===== src/rtl/kbd_iot_device_pkg.sv =====
// ---------------------------------------------------------------------------
// kbd_iot_device_pkg
//   Shared definitions for IOT-group peripherals (603x-style responders).
//   - Device code of the console keyboard.
//   - IOT function codes (instruction bits 9-11) as a typed enum.
//   - Sequencer phase-pulse bundle. The CPU IOT sequencer issues, for every
//     IOT, three single-cycle pulses in the order ck1 -> stb1 -> ck2. A
//     device ends the instruction by raising done on one of those phases.
//   - Helper that formats an 8-bit device byte for the 12-bit AC bus.
// ---------------------------------------------------------------------------
package kbd_iot_device_pkg;

    localparam logic [5:0] KBD_DEV_CODE = 6'o03;
    localparam int         AC_W         = 12;
    localparam int         KBD_DATA_W   = 8;

    // IOT function codes for the keyboard; 3 and 7 are reserved.
    typedef enum logic [2:0] {
        IOT_KCF  = 3'd0,
        IOT_KSF  = 3'd1,
        IOT_KCC  = 3'd2,
        IOT_RSV3 = 3'd3,
        IOT_KRS  = 3'd4,
        IOT_KIE  = 3'd5,
        IOT_KRB  = 3'd6,
        IOT_RSV7 = 3'd7
    } kbd_fn_e;

    // Sequencer phases, one cycle each, always in this order.
    typedef struct packed {
        logic ck1;
        logic stb1;
        logic ck2;
    } iot_phase_t;

    // Zero-extends a device byte onto the AC data bus.
    function automatic logic [AC_W-1:0] byte_to_ac(input logic [KBD_DATA_W-1:0] b);
        return {4'b0000, b};
    endfunction

endpackage


===== src/rtl/kbd_iot_device_sync_fifo.sv =====
// ---------------------------------------------------------------------------
// kbd_iot_device_sync_fifo
//   Single-clock FIFO with synchronous active-high clear.
//   Ports:
//     clk_i, clear_i   clock / synchronous clear (priority over push/pop)
//     push_i, data_i   write request and data (ignored while full)
//     pop_i            read request (ignored while empty)
//     data_o           current head entry (valid when !empty_o)
//     full_o, empty_o  status
//     count_o          number of stored entries, 0..DEPTH
//   DEPTH must be a power of two (>= 2) so pointers wrap naturally.
// ---------------------------------------------------------------------------
module kbd_iot_device_sync_fifo #(
    parameter  int DATA_W = 8,
    parameter  int DEPTH  = 2,
    localparam int PTR_W  = $clog2(DEPTH),
    localparam int CNT_W  = PTR_W + 1
) (
    input  logic              clk_i,
    input  logic              clear_i,
    input  logic              push_i,
    input  logic [DATA_W-1:0] data_i,
    input  logic              pop_i,
    output logic [DATA_W-1:0] data_o,
    output logic              full_o,
    output logic              empty_o,
    output logic [CNT_W-1:0]  count_o
);

    logic [DATA_W-1:0] mem_q [DEPTH];
    logic [PTR_W-1:0]  wr_ptr_q, wr_ptr_d;
    logic [PTR_W-1:0]  rd_ptr_q, rd_ptr_d;
    logic [CNT_W-1:0]  count_q,  count_d;
    logic              push_ok_s;
    logic              pop_ok_s;

    assign full_o    = (count_q == CNT_W'(DEPTH));
    assign empty_o   = (count_q == {CNT_W{1'b0}});
    assign count_o   = count_q;
    assign data_o    = mem_q[rd_ptr_q];
    assign push_ok_s = push_i & ~full_o;
    assign pop_ok_s  = pop_i & ~empty_o;

    // Next-state for pointers and occupancy count.
    always_comb begin
        wr_ptr_d = wr_ptr_q;
        rd_ptr_d = rd_ptr_q;
        count_d  = count_q;
        if (push_ok_s) begin
            wr_ptr_d = wr_ptr_q + PTR_W'(1);
        end else begin
            wr_ptr_d = wr_ptr_q;
        end
        if (pop_ok_s) begin
            rd_ptr_d = rd_ptr_q + PTR_W'(1);
        end else begin
            rd_ptr_d = rd_ptr_q;
        end
        case ({push_ok_s, pop_ok_s})
            2'b10:   count_d = count_q + CNT_W'(1);
            2'b01:   count_d = count_q - CNT_W'(1);
            default: count_d = count_q;
        endcase
    end

    // Pointer and count registers.
    always_ff @(posedge clk_i) begin
        if (clear_i) begin
            wr_ptr_q <= {PTR_W{1'b0}};
            rd_ptr_q <= {PTR_W{1'b0}};
            count_q  <= {CNT_W{1'b0}};
        end else begin
            wr_ptr_q <= wr_ptr_d;
            rd_ptr_q <= rd_ptr_d;
            count_q  <= count_d;
        end
    end

    // Storage write; contents need no reset because empty_o guards reads.
    always_ff @(posedge clk_i) begin
        if (!clear_i && push_ok_s) begin
            mem_q[wr_ptr_q] <= data_i;
        end
    end

endmodule


===== src/rtl/kbd_iot_device.sv =====
// ---------------------------------------------------------------------------
// kbd_iot_device
//   Console keyboard responder (device 03) for the 603x IOT group.
//   Host bytes arrive on a valid/ready stream into a small FIFO; whenever the
//   keyboard flag is clear the FIFO head moves into the buffer register kbb
//   and the flag is set. The CPU reads/clears the flag through IOTs.
//   Ports:
//     CLK, clear             clock / synchronous active-high reset
//     EN, IR[2:0]            device select and IOT function bits
//     ck1, stb1, ck2         sequencer phase pulses (in that order)
//     ac_in[11:0]            current AC (bit 0 used by KIE)
//     done, pc_ck, clr,      combinational sequencer responses, zero
//     dev2ac, ac_ck          whenever EN=0 or clear=1
//     dbus[11:0]             {4'b0, kbb} while dev2ac, else 0
//     irqRq                  registered flag & ie
//     rx_data, rx_valid,     host byte stream; rx_ready = FIFO not full
//     rx_ready
// ---------------------------------------------------------------------------
module kbd_iot_device
    import kbd_iot_device_pkg::*;
#(
    parameter int   DEPTH    = 2,
    parameter logic IE_RESET = 1'b1
) (
    input  logic        CLK,
    input  logic        clear,
    input  logic        EN,
    input  logic [2:0]  IR,
    input  logic        ck1,
    input  logic        ck2,
    input  logic        stb1,
    input  logic [11:0] ac_in,
    output logic        done,
    output logic        pc_ck,
    output logic        clr,
    output logic        dev2ac,
    output logic        ac_ck,
    output logic [11:0] dbus,
    output logic        irqRq,
    input  logic [7:0]  rx_data,
    input  logic        rx_valid,
    output logic        rx_ready
);

    localparam int CNT_W = $clog2(DEPTH) + 1;

    logic [7:0]       kbb_q,  kbb_d;
    logic             flag_q, flag_d;
    logic             ie_q,   ie_d;
    logic             irq_q,  irq_d;

    logic [7:0]       fifo_head_s;
    logic             fifo_full_s;
    logic             fifo_empty_s;
    logic [CNT_W-1:0] fifo_count_s;
    logic             push_s;
    logic             load_s;

    kbd_fn_e          fn_s;
    iot_phase_t       ph_s;
    logic             done_s, pc_ck_s, clr_s, dev2ac_s, ac_ck_s;
    logic             flag_clr_s;
    logic             ie_wr_s;
    logic             unused_ac_s;

    assign fn_s        = kbd_fn_e'(IR);
    assign ph_s        = '{ck1: ck1, stb1: stb1, ck2: ck2};
    assign unused_ac_s = ^ac_in[11:1];

    // Host stream: a byte is taken only when the FIFO has room.
    assign push_s   = rx_valid & ~fifo_full_s;
    assign rx_ready = (fifo_count_s != CNT_W'(DEPTH));

    // A flag-clearing strobe in this cycle defers the buffer load by a cycle.
    assign load_s = ~flag_q & ~fifo_empty_s & ~flag_clr_s;

    kbd_iot_device_sync_fifo #(
        .DATA_W (8),
        .DEPTH  (DEPTH)
    ) u_fifo (
        .clk_i   (CLK),
        .clear_i (clear),
        .push_i  (push_s),
        .data_i  (rx_data),
        .pop_i   (load_s),
        .data_o  (fifo_head_s),
        .full_o  (fifo_full_s),
        .empty_o (fifo_empty_s),
        .count_o (fifo_count_s)
    );

    // IOT decode: sequencer responses plus flag-clear and ie-write strobes.
    // Suppressed during clear so an interrupted IOT has no further effect.
    always_comb begin
        done_s     = 1'b0;
        pc_ck_s    = 1'b0;
        clr_s      = 1'b0;
        dev2ac_s   = 1'b0;
        ac_ck_s    = 1'b0;
        flag_clr_s = 1'b0;
        ie_wr_s    = 1'b0;
        if (EN && !clear) begin
            case (fn_s)
                IOT_KCF: begin
                    flag_clr_s = ph_s.ck1;
                    done_s     = ph_s.ck1;
                end
                IOT_KSF: begin
                    pc_ck_s = ph_s.stb1 & flag_q;
                    done_s  = ph_s.ck2;
                end
                IOT_KCC: begin
                    clr_s      = ph_s.ck1;
                    ac_ck_s    = ph_s.stb1;
                    flag_clr_s = ph_s.stb1;
                    done_s     = ph_s.ck2;
                end
                IOT_KRS: begin
                    dev2ac_s = ph_s.ck1 | ph_s.stb1;
                    ac_ck_s  = ph_s.stb1;
                    done_s   = ph_s.ck2;
                end
                IOT_KIE: begin
                    ie_wr_s = ph_s.stb1;
                    done_s  = ph_s.ck2;
                end
                IOT_KRB: begin
                    clr_s      = ph_s.ck1;
                    dev2ac_s   = ph_s.ck1 | ph_s.stb1;
                    ac_ck_s    = ph_s.stb1;
                    flag_clr_s = ph_s.stb1;
                    done_s     = ph_s.ck2;
                end
                default: begin
                    // Reserved codes 3 and 7 simply complete on ck1.
                    done_s = ph_s.ck1;
                end
            endcase
        end else begin
            done_s     = 1'b0;
            flag_clr_s = 1'b0;
        end
    end

    assign done   = done_s;
    assign pc_ck  = pc_ck_s;
    assign clr    = clr_s;
    assign dev2ac = dev2ac_s;
    assign ac_ck  = ac_ck_s;
    assign dbus   = dev2ac_s ? byte_to_ac(kbb_q) : 12'h000;
    assign irqRq  = irq_q;

    // Next-state for buffer, flag, interrupt enable and interrupt request.
    always_comb begin
        kbb_d  = kbb_q;
        flag_d = flag_q;
        ie_d   = ie_q;
        irq_d  = flag_q & ie_q;
        if (flag_clr_s) begin
            flag_d = 1'b0;
        end else if (load_s) begin
            flag_d = 1'b1;
            kbb_d  = fifo_head_s;
        end else begin
            flag_d = flag_q;
        end
        if (ie_wr_s) begin
            ie_d = ac_in[0];
        end else begin
            ie_d = ie_q;
        end
    end

    // State registers with synchronous clear.
    always_ff @(posedge CLK) begin
        if (clear) begin
            kbb_q  <= 8'h00;
            flag_q <= 1'b0;
            ie_q   <= IE_RESET;
            irq_q  <= 1'b0;
        end else begin
            kbb_q  <= kbb_d;
            flag_q <= flag_d;
            ie_q   <= ie_d;
            irq_q  <= irq_d;
        end
    end

endmodule


===== config.mk =====
export PLATFORM = sky130hd
export DESIGN_NAME = kbd_iot_device
export DESIGN_NICKNAME = d
export VERILOG_FILES = /design/src/rtl/kbd_iot_device_pkg.sv /design/src/rtl/kbd_iot_device_sync_fifo.sv /design/src/rtl/kbd_iot_device.sv
export SDC_FILE = /design/constraint.sdc
export NUM_CORES = 1
export LEC_CHECK = 0
export CORE_UTILIZATION = 30
export DETAILED_ROUTE_END_ITERATION = 16
export PLACE_DENSITY_LB_ADDON = 0.05
export SETUP_SLACK_MARGIN = 0.15
export SYNTH_ARGS = -nofsm -noshare
export SYNTH_HDL_FRONTEND = slang
export SYNTH_SLANG_ARGS = --single-unit

===== constraint.sdc =====
create_clock -name CLK -period 4 [get_ports CLK]
set_input_delay 0.4 -clock CLK [delete_from_list [all_inputs] [get_ports CLK]]
set_output_delay 0.4 -clock CLK [all_outputs]
set_load 0.05 [all_outputs]

==> summary by stage <==
Synthesis
During synthesis, Yosys emitted a total of 0 warnings. The combined area of all synthesized cells is around 1400 sq um. The distinct cell type count after synthesis is 31. The per-instance average area after synthesis is about 12 sq um. After synthesis, flip-flops and latches occupy 56.6% of the total area. The total of flip-flops plus latches after synthesis is 31. Synthesis produced between 100 and 150 cells.

Clock network
The CTS tree is built. The number of clock buffers added by TritonCTS is 5. The clock latency of the later-clocked register in the worst-skew pair is between 0.2 and 0.3 ns. In this run the clock root is driven by a sky130_fd_sc_hd__clkbuf_8. After clock tree synthesis, the setup repair step added 0 buffers. The number of clock sinks is 31. The maximum clock path buffer count is 2. The number of H-tree levels is 2. The post-cts repair resize count is 0. Clock-pin slew was measured on the worst setup and hold paths at 0.07 ns. The number of buffers inserted for hold repair after clock tree synthesis is 0.

Power
The highest ir drop seen on vdd is 0.282 mV. The sequential group share of total power is about two fifths. The switching share of power is 32.3%. In this run the static leakage power is between 0.6 and 0.7 nW. The total power after layout is 1.15 mW. Summed over all nets, the switching power comes to 372 uW. Cell internal power was estimated by the tool at 779 uW.

Dividing total power by cell area gives a power density of between 600 and 700 nW/um^2. The share of total power dissipated in combinational logic is 32.5%. The clock network is responsible for between 20% and 30% of the overall power.

Timing
The fraction of the cycle the final worst path needs is 80.3%. After layout, the minimum clock period comes to 3.21 ns. The max-slew headroom at the worst pin is around 63%. Setup violations remaining at the end of the flow were counted as 0.

The slew at the pin closest to its max-slew limit is ~0.56 ns. The final-report hold violation count is 0. Summed over all failing endpoints, the final setup total negative slack is 0 ns. Setup repair after global routing left no endpoint under its margin. Hold is met by 0.434 ns.

For this run, the top clock speed supported by timing is roughly 0.31 GHz. Clock skew on the completed layout was measured at 0.00829 ns. The total count of max-transition violations in the final report is 0. The final worst setup slack is 0.787 ns.

Status
The run finished with clean final reports.

Setup path
Data on the critical path is required at its endpoint by 3.60 ns. STA classifies the critical path endpoint as an output port. The endpoint arrival time on the critical path is roughly 2.8 ns. Together, buffers and inverters on the worst path number 2.

The largest single stage delay on the critical path is 0.81 ns. STA classifies the critical path startpoint as a primary input. The cell seen most often among critical-path stages is sky130_fd_sc_hd__clkdlybuf4s50_1.

The signal on the critical path passes through clkdlybuf4s50_1 -> or3b_1 -> nor2_1 -> and2_1 -> clkdlybuf4s50_1. The worst setup path is of the primary input to output port kind. The critical path's slowest cell is sky130_fd_sc_hd__clkdlybuf4s50_1. Along the worst path, the maximum fanout reaches 9. The family with the most delay on the worst path is buffers and inverters.

Job
Max-cap violations in this run came to 0.

Place
At the end of routability-driven placement, the weighted congestion stood at 0.787. At the placement stage, the worst setup path has a slack of 0.770 ns. The placed standard-cell area is between 1500 and 2000 sq um.

The HPWL reported at the end of detailed placement is 1.82 mm. Counting tap cells, the placed design contains a total of 199 instances. The port buffer count is 33.

Cells and area
The sequential cell area is 781 sq um. The share of cells above drive strength 1 is 13.5%. The finished layout holds 207 standard cells, fillers aside. The area of the multi-input gates is 549 sq um. The final design area excluding fillers is 1870 sq um. The utilization after layout is 42.6%. The number of diodes is 0. From synthesis to final layout, the design area changed by 35.4%.

The filler cell count in the final layout is approximately 440. At the end of the flow, the number of nets in the layout was 185.

Route
In the routed design, unresolved DRC markers number 0. The routed wire length per instance is 12.7 um. The detail route stage leaves a number of antenna-violating nets equal to 0.

The first TritonRoute pass finished after 4 iterations. After detailed routing, the total wire length is 2.62 mm. For this block, the via count after detailed routing is 953. The number of vias per cell after detailed routing is 4.60.

For this block, the initial DRC count from the detailed router was 22.

Die
The floorplan has 24 rows. The die width is 69.8 um. The initial standard-cell utilization of the core is a little under a third. The die span in y is 69.8 um. The die covers 4880 sq um. The number of placed I/O pins is 49. The area inside the core boundary is 4380 sq um.

Min path
The tightest min-delay check is of the flop to flop type.

Global routing
The global-route wire length before repair is around 4.2 mm. Entering global routing, the biggest net connects 21 pins. The via count of the first global-routing pass came to 882. Across every metal layer, demand over resource in global routing totals 11.3%. Summed over all layers, the global routing overflow is 0. The number of antenna violations at the first check in global routing is 0.
cell type report:
class                   instances  share of cell area (%)
multi-input cells              79                    29.4
repair buffers                 36                    18.9
clock buffers                   6                    4.42
clock inverters                 2                    1.87
well taps                      52                    3.48
flip-flops and latches         31                    41.8
inverters                       1                   0.201
cell usage after synthesis:
master	instances	area (sq um)
sky130_fd_sc_hd__xnor2_1	1	8.76
sky130_fd_sc_hd__or3b_1	2	17.5
sky130_fd_sc_hd__a21oi_1	10	50.1
sky130_fd_sc_hd__nor2_1	8	30.0
sky130_fd_sc_hd__dfxtp_1	15	300
sky130_fd_sc_hd__inv_1	1	3.75
sky130_fd_sc_hd__and2_4	1	8.76
sky130_fd_sc_hd__o21ai_1	1	5.00
sky130_fd_sc_hd__clkbuf_1	2	7.51
sky130_fd_sc_hd__o21ai_0	3	15.0
sky130_fd_sc_hd__nand2b_1	3	18.8
sky130_fd_sc_hd__xor2_1	2	17.5
sky130_fd_sc_hd__nor2_2	1	6.26
sky130_fd_sc_hd__nand4b_1	1	8.76
sky130_fd_sc_hd__edfxtp_1	16	480
sky130_fd_sc_hd__buf_2	1	5.00
sky130_fd_sc_hd__nor3b_1	3	22.5
sky130_fd_sc_hd__buf_6	1	11.3
sky130_fd_sc_hd__buf_4	4	30.0
sky130_fd_sc_hd__and2_1	8	50.1
sky130_fd_sc_hd__mux2i_1	10	100
sky130_fd_sc_hd__conb_1	1	3.75
sky130_fd_sc_hd__ha_1	1	12.5
sky130_fd_sc_hd__buf_1	1	3.75
sky130_fd_sc_hd__or3_1	1	6.26
sky130_fd_sc_hd__nand2_1	4	15.0
sky130_fd_sc_hd__nor3_1	4	20.0
sky130_fd_sc_hd__nor4b_1	1	8.76
sky130_fd_sc_hd__a211oi_2	8	100
sky130_fd_sc_hd__nand3_1	1	5.00
sky130_fd_sc_hd__a21o_1	1	7.51
worst reg2reg max path, cell delays in order, from the launching register on:
cell,delay [ns]
sky130_fd_sc_hd__dfxtp_1,0.43
sky130_fd_sc_hd__nor2_1,0.09
sky130_fd_sc_hd__nor2_2,0.35
sky130_fd_sc_hd__and2_4,0.34
sky130_fd_sc_hd__ha_1,0.29
sky130_fd_sc_hd__or3_1,0.37
sky130_fd_sc_hd__a21oi_1,0.14
sequential cells by signal (all words and copies together), names as in the netlist:
signal	cells
u_fifo.mem_q	16
kbb_q	8
u_fifo.count_o	2
flag_q	1
ie_q	1
irqRq	1
u_fifo.rd_ptr_q	1
u_fifo.wr_ptr_q	1
cell usage in the layout, fill, tap and decap left out:
master / instances
sky130_fd_sc_hd__a211oi_2: 8
sky130_fd_sc_hd__a21o_1: 1
sky130_fd_sc_hd__a21oi_1: 10
sky130_fd_sc_hd__and2_1: 8
sky130_fd_sc_hd__and2_4: 1
sky130_fd_sc_hd__buf_4: 3
sky130_fd_sc_hd__bufinv_16: 1
sky130_fd_sc_hd__clkbuf_8: 6
sky130_fd_sc_hd__clkdlybuf4s50_1: 33
sky130_fd_sc_hd__clkinv_2: 1
sky130_fd_sc_hd__conb_1: 4
sky130_fd_sc_hd__dfxtp_1: 15
sky130_fd_sc_hd__edfxtp_1: 16
sky130_fd_sc_hd__ha_1: 1
sky130_fd_sc_hd__inv_1: 1
sky130_fd_sc_hd__mux2i_1: 10
sky130_fd_sc_hd__nand2_1: 4
sky130_fd_sc_hd__nand2b_1: 3
sky130_fd_sc_hd__nand3_1: 1
sky130_fd_sc_hd__nand4b_1: 1
sky130_fd_sc_hd__nor2_1: 8
sky130_fd_sc_hd__nor2_2: 1
sky130_fd_sc_hd__nor3_1: 4
sky130_fd_sc_hd__nor3b_1: 3
sky130_fd_sc_hd__nor4b_1: 1
sky130_fd_sc_hd__o21ai_0: 3
sky130_fd_sc_hd__o21ai_1: 1
sky130_fd_sc_hd__or3_1: 1
sky130_fd_sc_hd__or3b_1: 2
sky130_fd_sc_hd__xnor2_1: 1
sky130_fd_sc_hd__xor2_1: 2
kinds of logic after synthesis:
kind of cell	synth area share, %
simple gates	15.8
flops	56.6
compound gates	12.9
mux	7.25
buf+inv	4.44
xor+xnor	1.90
fa+ha+maj	0.906
other cells	0.272
path summary, 6_finish.rpt:
path,startpoint,end,slack [ns],cells past startpoint
max,EN,dbus[6],0.79,5
min,ie_q$_SDFFE_PP1P_,irqRq$_SDFF_PP0_,0.43,2
max reg2reg,u_fifo.count_o[0]$_SDFFE_PP0P_,u_fifo.count_o[1]$_SDFFE_PP0P_,1.92,6
min reg2reg,ie_q$_SDFFE_PP1P_,irqRq$_SDFF_PP0_,0.43,2
power groups by stage:
stage               registers (mW)  logic (mW)  clock network (mW)
floorplan                    0.459       0.307                   0
global placement             0.472       0.366                   0
detailed placement           0.474       0.375                   0
CTS                          0.468       0.379               0.320
global route                 0.478       0.407               0.331
finish                       0.467       0.374               0.310
routing by layer:
layer / GRT usage [%] / part of all wire, % / vias up / wire (um)
met5: 0 / 0 / - / 0
met3: 4.65 / 5.5 / 4 / 143
li1: - / - / 482 / -
met4: 4.00 / 1.4 / 0 / 37
met2: 18.5 / 47 / 28 / 1230
met1: 13.4 / 46 / 439 / 1210
Note: power is estimated with default switching activity, not from simulation.
